## config.mk

```make
export PLATFORM = sky130hd
export DESIGN_NAME = bp_pht_ctrl_flat
export DESIGN_NICKNAME = d
export VERILOG_FILES = /design/src/rtl/bp_pht_ctrl_if.sv /design/src/rtl/bp_pht_ctrl.sv /design/src/flat_wrapper.sv
export SDC_FILE = /design/constraint.sdc
export NUM_CORES = 1
export LEC_CHECK = 0
export ABC_AREA = 1
export CORE_MARGIN = 2
export CORE_UTILIZATION = 25
export DETAILED_ROUTE_END_ITERATION = 7
export PLACE_DENSITY = 0.53
export SYNTH_ARGS = -nofsm -noshare
export SYNTH_HDL_FRONTEND = slang
export SYNTH_SLANG_ARGS = --single-unit
```

## constraint.sdc

```tcl
create_clock -name clk -period 2.1 [get_ports clk]
set_input_delay 0.525 -clock clk [delete_from_list [all_inputs] [get_ports clk]]
set_output_delay 0.525 -clock clk [all_outputs]
set_load 0.05 [all_outputs]
```

## src/rtl/bp_pht_ctrl_if.sv

```systemverilog
// Bundle of the lookup, update and RAM-port signals of the PHT sequencing controller.
// The slave side is the controller; the master side is fetch/execute plus the RAM.
interface bp_pht_ctrl_if #(
   parameter int AW = 8
);
   logic          lk_valid;
   logic [AW-1:0] lk_addr;
   logic          lk_ready;
   logic          lk_rvalid;
   logic          lk_taken;
   logic          up_valid;
   logic [AW-1:0] up_addr;
   logic          up_taken;
   logic          up_ready;
   logic          init_busy;
   logic          mem_en;
   logic          mem_we;
   logic [AW-1:0] mem_addr;
   logic [1:0]    mem_wdata;
   logic [1:0]    mem_rdata;

   modport master (
      output lk_valid, lk_addr, up_valid, up_addr, up_taken, mem_rdata,
      input  lk_ready, lk_rvalid, lk_taken, up_ready, init_busy,
      input  mem_en, mem_we, mem_addr, mem_wdata
   );

   modport slave (
      input  lk_valid, lk_addr, up_valid, up_addr, up_taken, mem_rdata,
      output lk_ready, lk_rvalid, lk_taken, up_ready, init_busy,
      output mem_en, mem_we, mem_addr, mem_wdata
   );
endinterface

```

## src/rtl/bp_pht_ctrl.sv

```systemverilog
// Single-port 2-bit PHT controller: init sweep, fetch lookups, and FIFO-buffered
// read-modify-write training updates arbitrated onto one RAM port.
module bp_pht_ctrl #(
   parameter int AW     = 8,
   parameter int QDEPTH = 4
) (
   input  logic          clk,
   input  logic          rst,
   bp_pht_ctrl_if.slave  bus
);

   localparam int            QW       = $clog2(QDEPTH);
   localparam logic [AW-1:0] LAST_IDX = {AW{1'b1}};
   localparam logic [QW:0]   Q_FULL   = (QW+1)'(QDEPTH);

   typedef enum logic [1:0] {
      ST_INIT   = 2'd0,
      ST_IDLE   = 2'd1,
      ST_UPD_WR = 2'd2
   } state_t;

   function automatic logic [1:0] sat_inc(input logic [1:0] c);
      sat_inc = (c == 2'b11) ? 2'b11 : (c + 2'b01);
   endfunction

   function automatic logic [1:0] sat_dec(input logic [1:0] c);
      sat_dec = (c == 2'b00) ? 2'b00 : (c - 2'b01);
   endfunction

   state_t        state_r;
   state_t        state_nxt_s;
   logic [AW-1:0] init_cnt_r;
   logic          lk_rvalid_r;

   logic [AW-1:0] fifo_addr_r  [QDEPTH];
   logic          fifo_taken_r [QDEPTH];
   logic [QW-1:0] wr_ptr_r;
   logic [QW-1:0] rd_ptr_r;
   logic [QW:0]   count_r;

   logic          full_s;
   logic          empty_s;
   logic          up_ready_s;
   logic          push_s;
   logic          pop_s;
   logic          lk_grant_s;
   logic [AW-1:0] head_addr_s;
   logic          head_taken_s;
   logic          mem_en_s;
   logic          mem_we_s;
   logic [AW-1:0] mem_addr_s;
   logic [1:0]    mem_wdata_s;

   assign full_s       = (count_r == Q_FULL);
   assign empty_s      = (count_r == {(QW+1){1'b0}});
   assign up_ready_s   = !full_s && !rst;
   assign push_s       = bus.up_valid && up_ready_s;
   assign head_addr_s  = fifo_addr_r[rd_ptr_r];
   assign head_taken_s = fifo_taken_r[rd_ptr_r];

   // Port arbitration and next state; a full FIFO forces the update ahead of lookups.
   always_comb begin
      state_nxt_s = state_r;
      lk_grant_s  = 1'b0;
      pop_s       = 1'b0;
      mem_en_s    = 1'b0;
      mem_we_s    = 1'b0;
      mem_addr_s  = {AW{1'b0}};
      mem_wdata_s = 2'b00;
      if (rst) begin
         state_nxt_s = ST_INIT;
      end else begin
         case (state_r)
            ST_INIT: begin
               mem_en_s    = 1'b1;
               mem_we_s    = 1'b1;
               mem_addr_s  = init_cnt_r;
               mem_wdata_s = 2'b01;
               if (init_cnt_r == LAST_IDX) begin
                  state_nxt_s = ST_IDLE;
               end else begin
                  state_nxt_s = ST_INIT;
               end
            end
            ST_IDLE: begin
               if (bus.lk_valid && !full_s) begin
                  lk_grant_s = 1'b1;
                  mem_en_s   = 1'b1;
                  mem_addr_s = bus.lk_addr;
               end else if (!empty_s) begin
                  mem_en_s    = 1'b1;
                  mem_addr_s  = head_addr_s;
                  state_nxt_s = ST_UPD_WR;
               end else begin
                  state_nxt_s = ST_IDLE;
               end
            end
            ST_UPD_WR: begin
               mem_en_s    = 1'b1;
               mem_we_s    = 1'b1;
               mem_addr_s  = head_addr_s;
               mem_wdata_s = head_taken_s ? sat_inc(bus.mem_rdata) : sat_dec(bus.mem_rdata);
               pop_s       = 1'b1;
               state_nxt_s = ST_IDLE;
            end
            default: begin
               state_nxt_s = ST_INIT;
            end
         endcase
      end
   end

   // State register, sweep counter and the one-cycle lookup result flag.
   always_ff @(posedge clk) begin
      if (rst) begin
         state_r     <= ST_INIT;
         init_cnt_r  <= {AW{1'b0}};
         lk_rvalid_r <= 1'b0;
      end else begin
         state_r     <= state_nxt_s;
         lk_rvalid_r <= lk_grant_s;
         if (state_r == ST_INIT) begin
            init_cnt_r <= init_cnt_r + AW'(1'b1);
         end else begin
            init_cnt_r <= init_cnt_r;
         end
      end
   end

   // FIFO pointers and occupancy; pointers wrap naturally since QDEPTH is a power of 2.
   always_ff @(posedge clk) begin
      if (rst) begin
         wr_ptr_r <= {QW{1'b0}};
         rd_ptr_r <= {QW{1'b0}};
         count_r  <= {(QW+1){1'b0}};
      end else begin
         if (push_s) begin
            wr_ptr_r <= wr_ptr_r + QW'(1'b1);
         end
         if (pop_s) begin
            rd_ptr_r <= rd_ptr_r + QW'(1'b1);
         end
         case ({push_s, pop_s})
            2'b10:   count_r <= count_r + (QW+1)'(1'b1);
            2'b01:   count_r <= count_r - (QW+1)'(1'b1);
            default: count_r <= count_r;
         endcase
      end
   end

   // FIFO payload storage; contents are don't-care until pushed.
   always_ff @(posedge clk) begin
      if (push_s) begin
         fifo_addr_r[wr_ptr_r]  <= bus.up_addr;
         fifo_taken_r[wr_ptr_r] <= bus.up_taken;
      end
   end

   assign bus.lk_ready  = lk_grant_s;
   assign bus.lk_rvalid = lk_rvalid_r;
   assign bus.lk_taken  = lk_rvalid_r & bus.mem_rdata[1];
   assign bus.up_ready  = up_ready_s;
   assign bus.init_busy = (state_r == ST_INIT) || rst;
   assign bus.mem_en    = mem_en_s;
   assign bus.mem_we    = mem_we_s;
   assign bus.mem_addr  = mem_addr_s;
   assign bus.mem_wdata = mem_wdata_s;

endmodule

```

## src/flat_wrapper.sv

```systemverilog
// flat-port wrapper written by rule: the top's interface ports become plain ports
module bp_pht_ctrl_flat 
#(
   parameter int AW     = 8,
   parameter int QDEPTH = 4
)
  (clk, rst, bus_lk_valid, bus_lk_addr, bus_up_valid, bus_up_addr, bus_up_taken, bus_mem_rdata, bus_lk_ready, bus_lk_rvalid, bus_lk_taken, bus_up_ready, bus_init_busy, bus_mem_en, bus_mem_we, bus_mem_addr, bus_mem_wdata);
  bp_pht_ctrl_if #(.AW(AW)) bus_i ();
  input  logic clk;
  input  logic rst;
  input wire logic [$bits(bus_i.lk_valid)-1:0] bus_lk_valid;
  input wire logic [$bits(bus_i.lk_addr)-1:0] bus_lk_addr;
  input wire logic [$bits(bus_i.up_valid)-1:0] bus_up_valid;
  input wire logic [$bits(bus_i.up_addr)-1:0] bus_up_addr;
  input wire logic [$bits(bus_i.up_taken)-1:0] bus_up_taken;
  input wire logic [$bits(bus_i.mem_rdata)-1:0] bus_mem_rdata;
  output wire logic [$bits(bus_i.lk_ready)-1:0] bus_lk_ready;
  output wire logic [$bits(bus_i.lk_rvalid)-1:0] bus_lk_rvalid;
  output wire logic [$bits(bus_i.lk_taken)-1:0] bus_lk_taken;
  output wire logic [$bits(bus_i.up_ready)-1:0] bus_up_ready;
  output wire logic [$bits(bus_i.init_busy)-1:0] bus_init_busy;
  output wire logic [$bits(bus_i.mem_en)-1:0] bus_mem_en;
  output wire logic [$bits(bus_i.mem_we)-1:0] bus_mem_we;
  output wire logic [$bits(bus_i.mem_addr)-1:0] bus_mem_addr;
  output wire logic [$bits(bus_i.mem_wdata)-1:0] bus_mem_wdata;
  assign bus_i.lk_valid = bus_lk_valid;
  assign bus_i.lk_addr = bus_lk_addr;
  assign bus_i.up_valid = bus_up_valid;
  assign bus_i.up_addr = bus_up_addr;
  assign bus_i.up_taken = bus_up_taken;
  assign bus_i.mem_rdata = bus_mem_rdata;
  assign bus_lk_ready = bus_i.lk_ready;
  assign bus_lk_rvalid = bus_i.lk_rvalid;
  assign bus_lk_taken = bus_i.lk_taken;
  assign bus_up_ready = bus_i.up_ready;
  assign bus_init_busy = bus_i.init_busy;
  assign bus_mem_en = bus_i.mem_en;
  assign bus_mem_we = bus_i.mem_we;
  assign bus_mem_addr = bus_i.mem_addr;
  assign bus_mem_wdata = bus_i.mem_wdata;
  bp_pht_ctrl #(.AW(AW), .QDEPTH(QDEPTH)) u_core (.clk(clk), .rst(rst), .bus(bus_i));
endmodule
```

==> results of run 1 <==
-- state kept, by name (all words and copies together), names as in the netlist, named ones only --
| signal | count |
|---|---|
| u_core.fifo_addr_r | 32 |
| u_core.rd_ptr_r | 2 |
| u_core.count_r | 3 |
| u_core.fifo_taken_r | 4 |
| u_core.state_r | 2 |
| u_core.init_cnt_r | 8 |
| u_core.wr_ptr_r | 2 |
| u_core.bus.lk_rvalid | 1 |
-- cells in the mapped netlist (2+ instances only) --
master    count
a21oi_1      25
dfxtp_1      20
a31oi_1       3
nand2_2       2
nand3_1       6
buf_2         6
nor2_1       54
nand4_1       9
o21ai_0      27
edfxtp_1     36
nor2_4        2
nor2_2        2
ha_1          6
inv_1        29
nand2_1      61
inv_2         3
clkbuf_1      2
-- layout by cell type, fill, tap and decap left out, types with 2 or more instances in the layout --
| master | count |
|---|---|
| a21oi_1 | 14 |
| dfxtp_1 | 14 |
| nand2_4 | 4 |
| o21ai_1 | 7 |
| nand2_1 | 51 |
| clkbuf_8 | 5 |
| nand3_1 | 6 |
| clkinvlp_4 | 4 |
| nor2_1 | 49 |
| a21oi_2 | 5 |
| a31oi_1 | 3 |
| ha_1 | 5 |
| nand4_1 | 9 |
| dfxtp_4 | 5 |
| clkdlybuf4s50_1 | 20 |
| nand2_2 | 7 |
| inv_1 | 24 |
| o21ai_0 | 18 |
| inv_2 | 5 |
| a21oi_4 | 7 |
| edfxtp_1 | 36 |
| o21ai_2 | 2 |
| buf_6 | 8 |
| buf_4 | 35 |
| nor2_4 | 5 |
| nor2_2 | 4 |
| buf_12 | 16 |
-- timing repair --
action | 4_1_cts | 5_1_grt
cloned | 1 | 0
resized for setup | 41 | 29
endpoints found under the setup margin | 14 | 13
pin swaps | 14 | 18
endpoints found under the hold margin | 0 | 0
setup buffers | 11 | 4
-- metal layers --
layer | share of wire | vias to the layer above
li1 | - | 1162
met1 | 0.45 | 1052
met2 | 0.51 | 38
met3 | 0.033 | 4
met4 | 0.0042 | 0
met5 | 0 | -
-- worst paths after layout --
check,to,startpoint,cells past startpoint
worst max-delay path,bus_mem_addr[7],u_core.count_r[0],8
worst min register to register,u_core.count_r[0],u_core.count_r[0],1
worst max register to register,u_core.count_r[2],u_core.count_r[0],11
worst min-delay path,u_core.count_r[0],u_core.count_r[0],1
-- per-stage QoR --
| step | std cells | setup TNS, ns | utilization | total power [mW] | instance area [sq um] |
|---|---|---|---|---|---|
| floorplan | 302 | -0.180 | - | 1.35 | 2710 |
| global placement | 497 | -3.03 | 0.348 | 1.47 | 3580 |
| detailed placement | 497 | -4.15 | 0.348 | 1.47 | 3580 |
| CTS | 517 | -0.403 | 0.379 | 2.08 | 3900 |
| global route | 521 | -1.36 | 0.390 | 2.16 | 4010 |
| finish | 521 | -0.297 | 0.390 | 2.06 | 4010 |
-- report_power, final --
part | total [mW] | internal [mW] | leakage, nW | switching, mW
clock network | 0.597 | 0.238 | 0.0445 | 0.359
logic | 0.251 | 0.117 | 0.997 | 0.134
registers | 1.21 | 1.19 | 0.494 | 0.0170
total | 2.06 | 1.55 | 1.54 | 0.510
-- cell families after synthesis --
logic type / after synthesis / synth area share
AO/OA/AOI/OAI: 58 / 0.114
XOR/XNOR: 1 / 0.00332
adder cells (fa/ha/maj): 7 / 0.0361
flip-flops: 56 / 0.562
buffers and inverters: 41 / 0.0613
AND/OR/NAND/NOR: 139 / 0.223
-- final cells by class --
type,instances,area (sq um)
multi-input cells,205,1200
well taps,136,170
inverters,32,130
clock buffers,5,68.8
repair buffers,83,915
repair inverters,1,7.51
fillers,1042,6270
flip-flops and latches,56,1500
clock inverters,3,21.3
==> results.ini, run 1 <==
[floorplanning]
io-pin-count=40
fp.coreArea_sq_um=10300
fp-row-count=37
die_h_um=107
initial_utilization=0.256
chipWidth_um=107
die_area_sq_um=11400

[synth]
synth_area_leaders=edfxtp_1, dfxtp_1, nand2_1, nor2_1, o21ai_0
synth_top_area_frac=0.410
seq_area_frac_synth=0.562
synth.distinct_cells=26
syn_area_per_cell_sq_um=8.73
async_flop_share=0
ys_warn_count=0
synth_top_area_cell=edfxtp_1
synth_ff_type=edfxtp_1
syn_area_sq_um=2640
netlist_instances=302
syn-num-nets=332
synth_enable_flop_cells=36
ys_seq_elements=56

[timing]
setup_ws_ns=-0.0508
setup_violations=8
period_share=1.02
slew_headroom=0.673
hold_viol_final=0
fin_crit_ns=2.15
rsz0062_at_grt=true
fmax_mhz=465
tightest_slew_ns=0.490
timing.hold.ws_ns=0.476
skew_ns=0.00350
drv_slew=0

[cells_and_area]
fin_nets=414
syn2layout_area_growth_pct=52.2
drive_above_1_share=0.319
antenna_cells=0

[placed_design]
portBuffers=39
dp_slack_ns=-0.379
routabilityCongestion=0.798
hpwl_um=4620

[pwr]
p_leak_nw=1.54
ir_drop_v=0.000361
p_per_area_nw_per_um2=513

[grt]
antenna_found_initial=0
grt_pass1_wl_um=10900
grt-busiest-layer=met2
grt.met3_usage=0.0298
grt_pass1_vias=2229
grtUsageMet2=0.203
grt_usage=0.121
overflow=0
grt_max_degree=19
grtUsageMet1=0.157

[setup_path]
cp_top_family=simple AND/OR/NAND/NOR gates
critPathKind=reg -> out
cp_slowest_cell=dfxtp_4
crit_buf_inv=1
cp-end-kind=output port
arrival_ns=1.63
path_max_fanout=8
rrSetupSlack_ns=0.25
worstSetupStartpointType=flop
crit_chain=nor2_4 > nand2_2 > nand2_1 > nand2_2 > nand2_8 > nand2_2 > a21oi_4 > buf_12
cp_data_required_time_ns=1.57
critical_path.max_stage_delay_ns=0.38
crit_path_frequent_cell=nand2_2

[run]
cap_violations=0

[clock_network]
cts_made_buffers=5
postCtsHoldBufs=0
cts.sinks=56
path_clk_slew_ns=0.10
cts_buffer_depth=2
clkLatencyLatePin_ns=0.31
h-tree-depth=2
cts_tree=done
cts-root-buf=clkbuf_8

[detailed_routing]
ant_nets=0
drtIter0Drc=100
drt_wl_total_um=6470
routedWlPerCell_um=12.4
vias=2256
firstDrtPassIters=4
routed_via_density=4.33
drcViolationCount=0

[worst_hold_path]
hold_class=reg -> reg

[status]
violations=setup timing
outcome=complete, but fails checks

Power figures use the tool's default switching activity.
==> run 2: changes to the inputs <==
--- a/config.mk
+++ b/config.mk
@@ -12,2 +12,3 @@
 export PLACE_DENSITY = 0.53
+export SETUP_SLACK_MARGIN = 0.1
 export SYNTH_ARGS = -nofsm -noshare
==> constraint.sdc (replaced) <==
create_clock -name clk -period 2.1 [get_ports clk]
set_input_delay 0.42 -clock clk [delete_from_list [all_inputs] [get_ports clk]]
set_output_delay 0.42 -clock clk [all_outputs]
set_load 0.05 [all_outputs]
==> results.ini, run 2 (synthesized netlist as in run 1, its figures left out) <==
[setup_path]
crit_buf_inv=1
arrival_ns=1.62
cp_top_family=simple AND/OR/NAND/NOR gates
cp_data_required_time_ns=1.68
critical_path.max_stage_delay_ns=0.37
crit_path_frequent_cell=nand2_4
path_max_fanout=8
critPathKind=reg -> out
worstSetupStartpointType=flop
cp_slowest_cell=dfxtp_4
crit_chain=nor2_4 > nand2_4 > nand2_4 > nand2_4 > nand2_8 > nand2_2 > a21oi_4 > buf_12
cp-end-kind=output port

[grt]
grt_usage=0.119
grt_pass1_vias=2241
grt_pass1_wl_um=10800
overflow=0
grt_max_degree=20
antenna_found_initial=0

[pwr]
combPwrFrac=0.123
p_per_area_nw_per_um2=523
p_leak_nw=1.50
ir_drop_v=0.000334
internal_power_mw=1.56
switching_share=0.257
power_frac_seq=0.576
power_switching_mw=0.540
power_frac_clock=0.301

[timing]
fin_crit_ns=2.04
setup_ws_ns=0.0645
rsz0062_at_grt=true
slew_headroom=0.672
hold_viol_final=0
period_share=0.969
tightest_slew_ns=0.490
fmax_mhz=491
setup_violations=0
drv_slew=0
skew_ns=0.0118

[clock_network]
cts_made_buffers=5
path_clk_slew_ns=0.10
cts-root-buf=clkbuf_8
clkLatencyLatePin_ns=0.32
cts.sinks=56
cts_buffer_depth=2
h-tree-depth=2
cts_tree=done

[floorplanning]
die_area_sq_um=11400
initial_utilization=0.256
fp-row-count=37
die_h_um=107
fp.coreArea_sq_um=10300
chipWidth_um=107
io-pin-count=40

[placed_design]
dp_slack_ns=-0.206
portBuffers=39
dp_cells=494
hpwl_um=4480
routabilityCongestion=0.827

[detailed_routing]
firstDrtPassIters=4
drt_wl_total_um=6500
ant_nets=0
drtIter0Drc=85
routed_via_density=4.34
drcViolationCount=0
routedWlPerCell_um=12.7
vias=2228

[cells_and_area]
fin_nets=406
largest_reg_flops=32
final_common_cell=nor2_1
mostFrequentLayoutCells=nor2_1, nand2_1, edfxtp_1, buf_4, inv_1
antenna_cells=0
largest_registers=u_core.fifo_addr_r x32, u_core.init_cnt_r x8, u_core.fifo_taken_r x4
syn2layout_area_growth_pct=52.3
finalNonFillerCells=513
top_register=u_core.fifo_addr_r
drive_above_1_share=0.329
fill_cells=1029

[worst_hold_path]
hold_class=reg -> reg

[status]
outcome=finished, final reports clean

[run]
cap_violations=0

[run 2: area by class of cell]
cell class	instances	area [sq um]	area share
timing repair inverter	1	7.51	0.00187
timing repair buffer	74	848	0.211
tap	136	170	0.0424
clock buffer	5	68.8	0.0171
sequential	56	1500	0.374
clock inverter	3	27.5	0.00686
inverter	32	126	0.0315
multi-input combinational	206	1260	0.314
[run 2: final timing paths]
| path | startpoint | end | slack, ns | depth (start not counted) |
|---|---|---|---|---|
| setup / recovery | u_core.count_r[0] | bus_mem_addr[4] | 0.06 | 8 |
| hold / removal | u_core.count_r[0] | u_core.count_r[0] | 0.47 | 1 |
| setup reg to reg | u_core.count_r[0] | u_core.count_r[2] | 0.23 | 11 |
| hold reg to reg | u_core.count_r[0] | u_core.count_r[0] | 0.47 | 1 |
[run 2: per-stage QoR]
stage                     area (sq um)  setup TNS, ns  hold WS (ns)  utilization  power, mW
after floorplan                   2700              0         0.444            -       1.35
after global placement            3570         -0.948         0.457        0.347       1.47
after detailed placement          3570          -1.17         0.466        0.347       1.47
after CTS                         3890              0         0.483        0.379       2.12
after global routing              4010        -0.0628         0.491        0.390       2.18
final                             4010              0         0.467        0.390       2.10
[run 2: power groups by stage]
| stage | Combinational (mW) | Clock, mW | Sequential (mW) |
|---|---|---|---|
| floorplan | 0.114 | 0 | 1.24 |
| global route | 0.283 | 0.687 | 1.21 |
| CTS | 0.251 | 0.656 | 1.21 |
| detailed placement | 0.235 | 0 | 1.24 |
| finish | 0.258 | 0.632 | 1.21 |
| global placement | 0.235 | 0 | 1.24 |
[run 2: what timing repair did]
action                                  CTS  global route
hold buffers                              0             0
endpoints found under the setup margin   13            14
gates cloned                              2             0
endpoints found under the hold margin     0             0
pin swaps                                17            25
gates resized for setup                  47            37
setup buffers                             7             2
[run 2: layer usage]
metal | routed length (um) | track usage | up-vias
li1 | - | - | 1143
met1 | 2880 | 0.146 | 1044
met2 | 3300 | 0.213 | 33
met3 | 199 | 0.0213 | 8
met4 | 124 | 0.0353 | 0
met5 | 0 | 0 | -
==> run 3: changes to the inputs <==
- GPL_TIMING_DRIVEN: not set -> 0
- SLEW_MARGIN: not set -> 10
==> results.ini, run 3 (synthesized netlist as in run 1, its figures left out) <==
[pwr]
p_per_area_nw_per_um2=539
finalPower_mw=2.02
ir_drop_v=0.000383
p_leak_nw=1.42

[cells_and_area]
seqCellArea_sq_um=1510
mostFrequentLayoutCells=nand2_1, nor2_1, edfxtp_1, inv_1, clkdlybuf4s50_1
drive_above_1_share=0.310
fin_nets=397
final_common_cell=nand2_1
multiInputGateArea_sq_um=1220
fin_area_sq_um=3750
largest_registers=u_core.fifo_addr_r x32, u_core.init_cnt_r x8, u_core.fifo_taken_r x4
fill_cells=1062
antenna_cells=0
largest_reg_flops=32
syn2layout_area_growth_pct=42.4
top_register=u_core.fifo_addr_r

[clock_network]
clkLatencyLatePin_ns=0.30
cts_made_buffers=5
cts.sinks=56
h-tree-depth=2
postCtsHoldBufs=0
cts_tree=done
path_clk_slew_ns=0.10
cts-root-buf=clkbuf_8
cts_buffer_depth=2

[timing]
fmax_mhz=483
skew_ns=0.00851
drv_slew=0
tightest_slew_ns=0.589
setup_violations=0
period_share=0.986
setup_ws_ns=0.0295
fin_tns_setup_ns=0
slew_headroom=0.607
fin_crit_ns=2.07
hold_viol_final=0
rsz0062_at_grt=true

[setup_path]
arrival_ns=1.65
path_max_fanout=8
cp-end-kind=output port
critPathLaunch=u_core.count_r[0]
cp_data_required_time_ns=1.68
worstSetupStartpointType=flop
r2r_start=u_core.count_r[0]
critPathKind=reg -> out

[placed_design]
post_dp_cell_area_sq_um=3250
hpwl_um=4460
dp_slack_ns=-0.856
portBuffers=38
routabilityCongestion=0.836

[floorplanning]
initial_utilization=0.256
die_h_um=107
fp.coreArea_sq_um=10300
chipWidth_um=107
die_area_sq_um=11400
fp-row-count=37
io-pin-count=40

[detailed_routing]
routedWlPerCell_um=13.1
drcViolationCount=0
drtIter0Drc=95
routed_via_density=4.44
ant_nets=0
firstDrtPassIters=4
drt_wl_total_um=6600
vias=2236

[grt]
overflow=0
grt_pass1_vias=2186
grt_max_degree=18
antenna_found_initial=0
grt_pass1_wl_um=10400
grt_usage=0.116

[status]
outcome=finished, final reports clean

[run]
cap_violations=0

[worst_hold_path]
min_from=u_core.count_r[0]
hold_class=reg -> reg

## run 3: what timing repair did
action,CTS,global route
cloned,2,1
setup endpoints to repair,54,51
gates resized for setup,146,40
pin swaps,17,30
buffers inserted,11,6
## run 3: cell type report
type,instances,area share
Clock inverter,3,0.00467
Timing Repair Buffer,57,0.145
Inverter,32,0.0340
Clock buffer,5,0.0183
Tap cell,136,0.0453
Buffer,9,0.0267
Multi-Input combinational cell,206,0.324
Sequential cell,56,0.401
## run 3: per-stage QoR
step / utilization / hold WS [ns] / std cells
after global routing: 0.365 / 0.507 / 504
after global placement: 0.317 / 0.457 / 476
final: 0.365 / 0.491 / 504
after CTS: 0.348 / 0.484 / 497
after floorplan: - / 0.444 / 302
after detailed placement: 0.317 / 0.478 / 476
## run 3: report_power, final
group | leakage (nW) | internal [mW] | switching, mW
clock | 0.0421 | 0.233 | 0.351
combinational | 0.884 | 0.0951 | 0.134
sequential | 0.494 | 1.19 | 0.0169
total | 1.42 | 1.52 | 0.502
## run 3: final timing paths
kind,depth (start not counted),to,slack (ns)
worst max register to register,11,u_core.count_r[2],0.12
worst min-delay path,1,u_core.count_r[0],0.49
worst max-delay path,8,bus_mem_addr[0],0.03
worst min register to register,1,u_core.count_r[0],0.49
## run 3: critical path, stage by stage, from the launching register on
cell,delay (ns)
dfxtp_4,0.37
nor2_4,0.19
nand2_4,0.10
nand2_4,0.07
nand2_4,0.07
nand2_8,0.12
nand2_2,0.06
a21oi_2,0.17
buf_6,0.18
## run 3: layer usage
metal  global-route usage  wire length (um)
met2                0.211              3460
met5                    0                 0
met1                0.140              2880
met4               0.0343                36
met3               0.0213               229
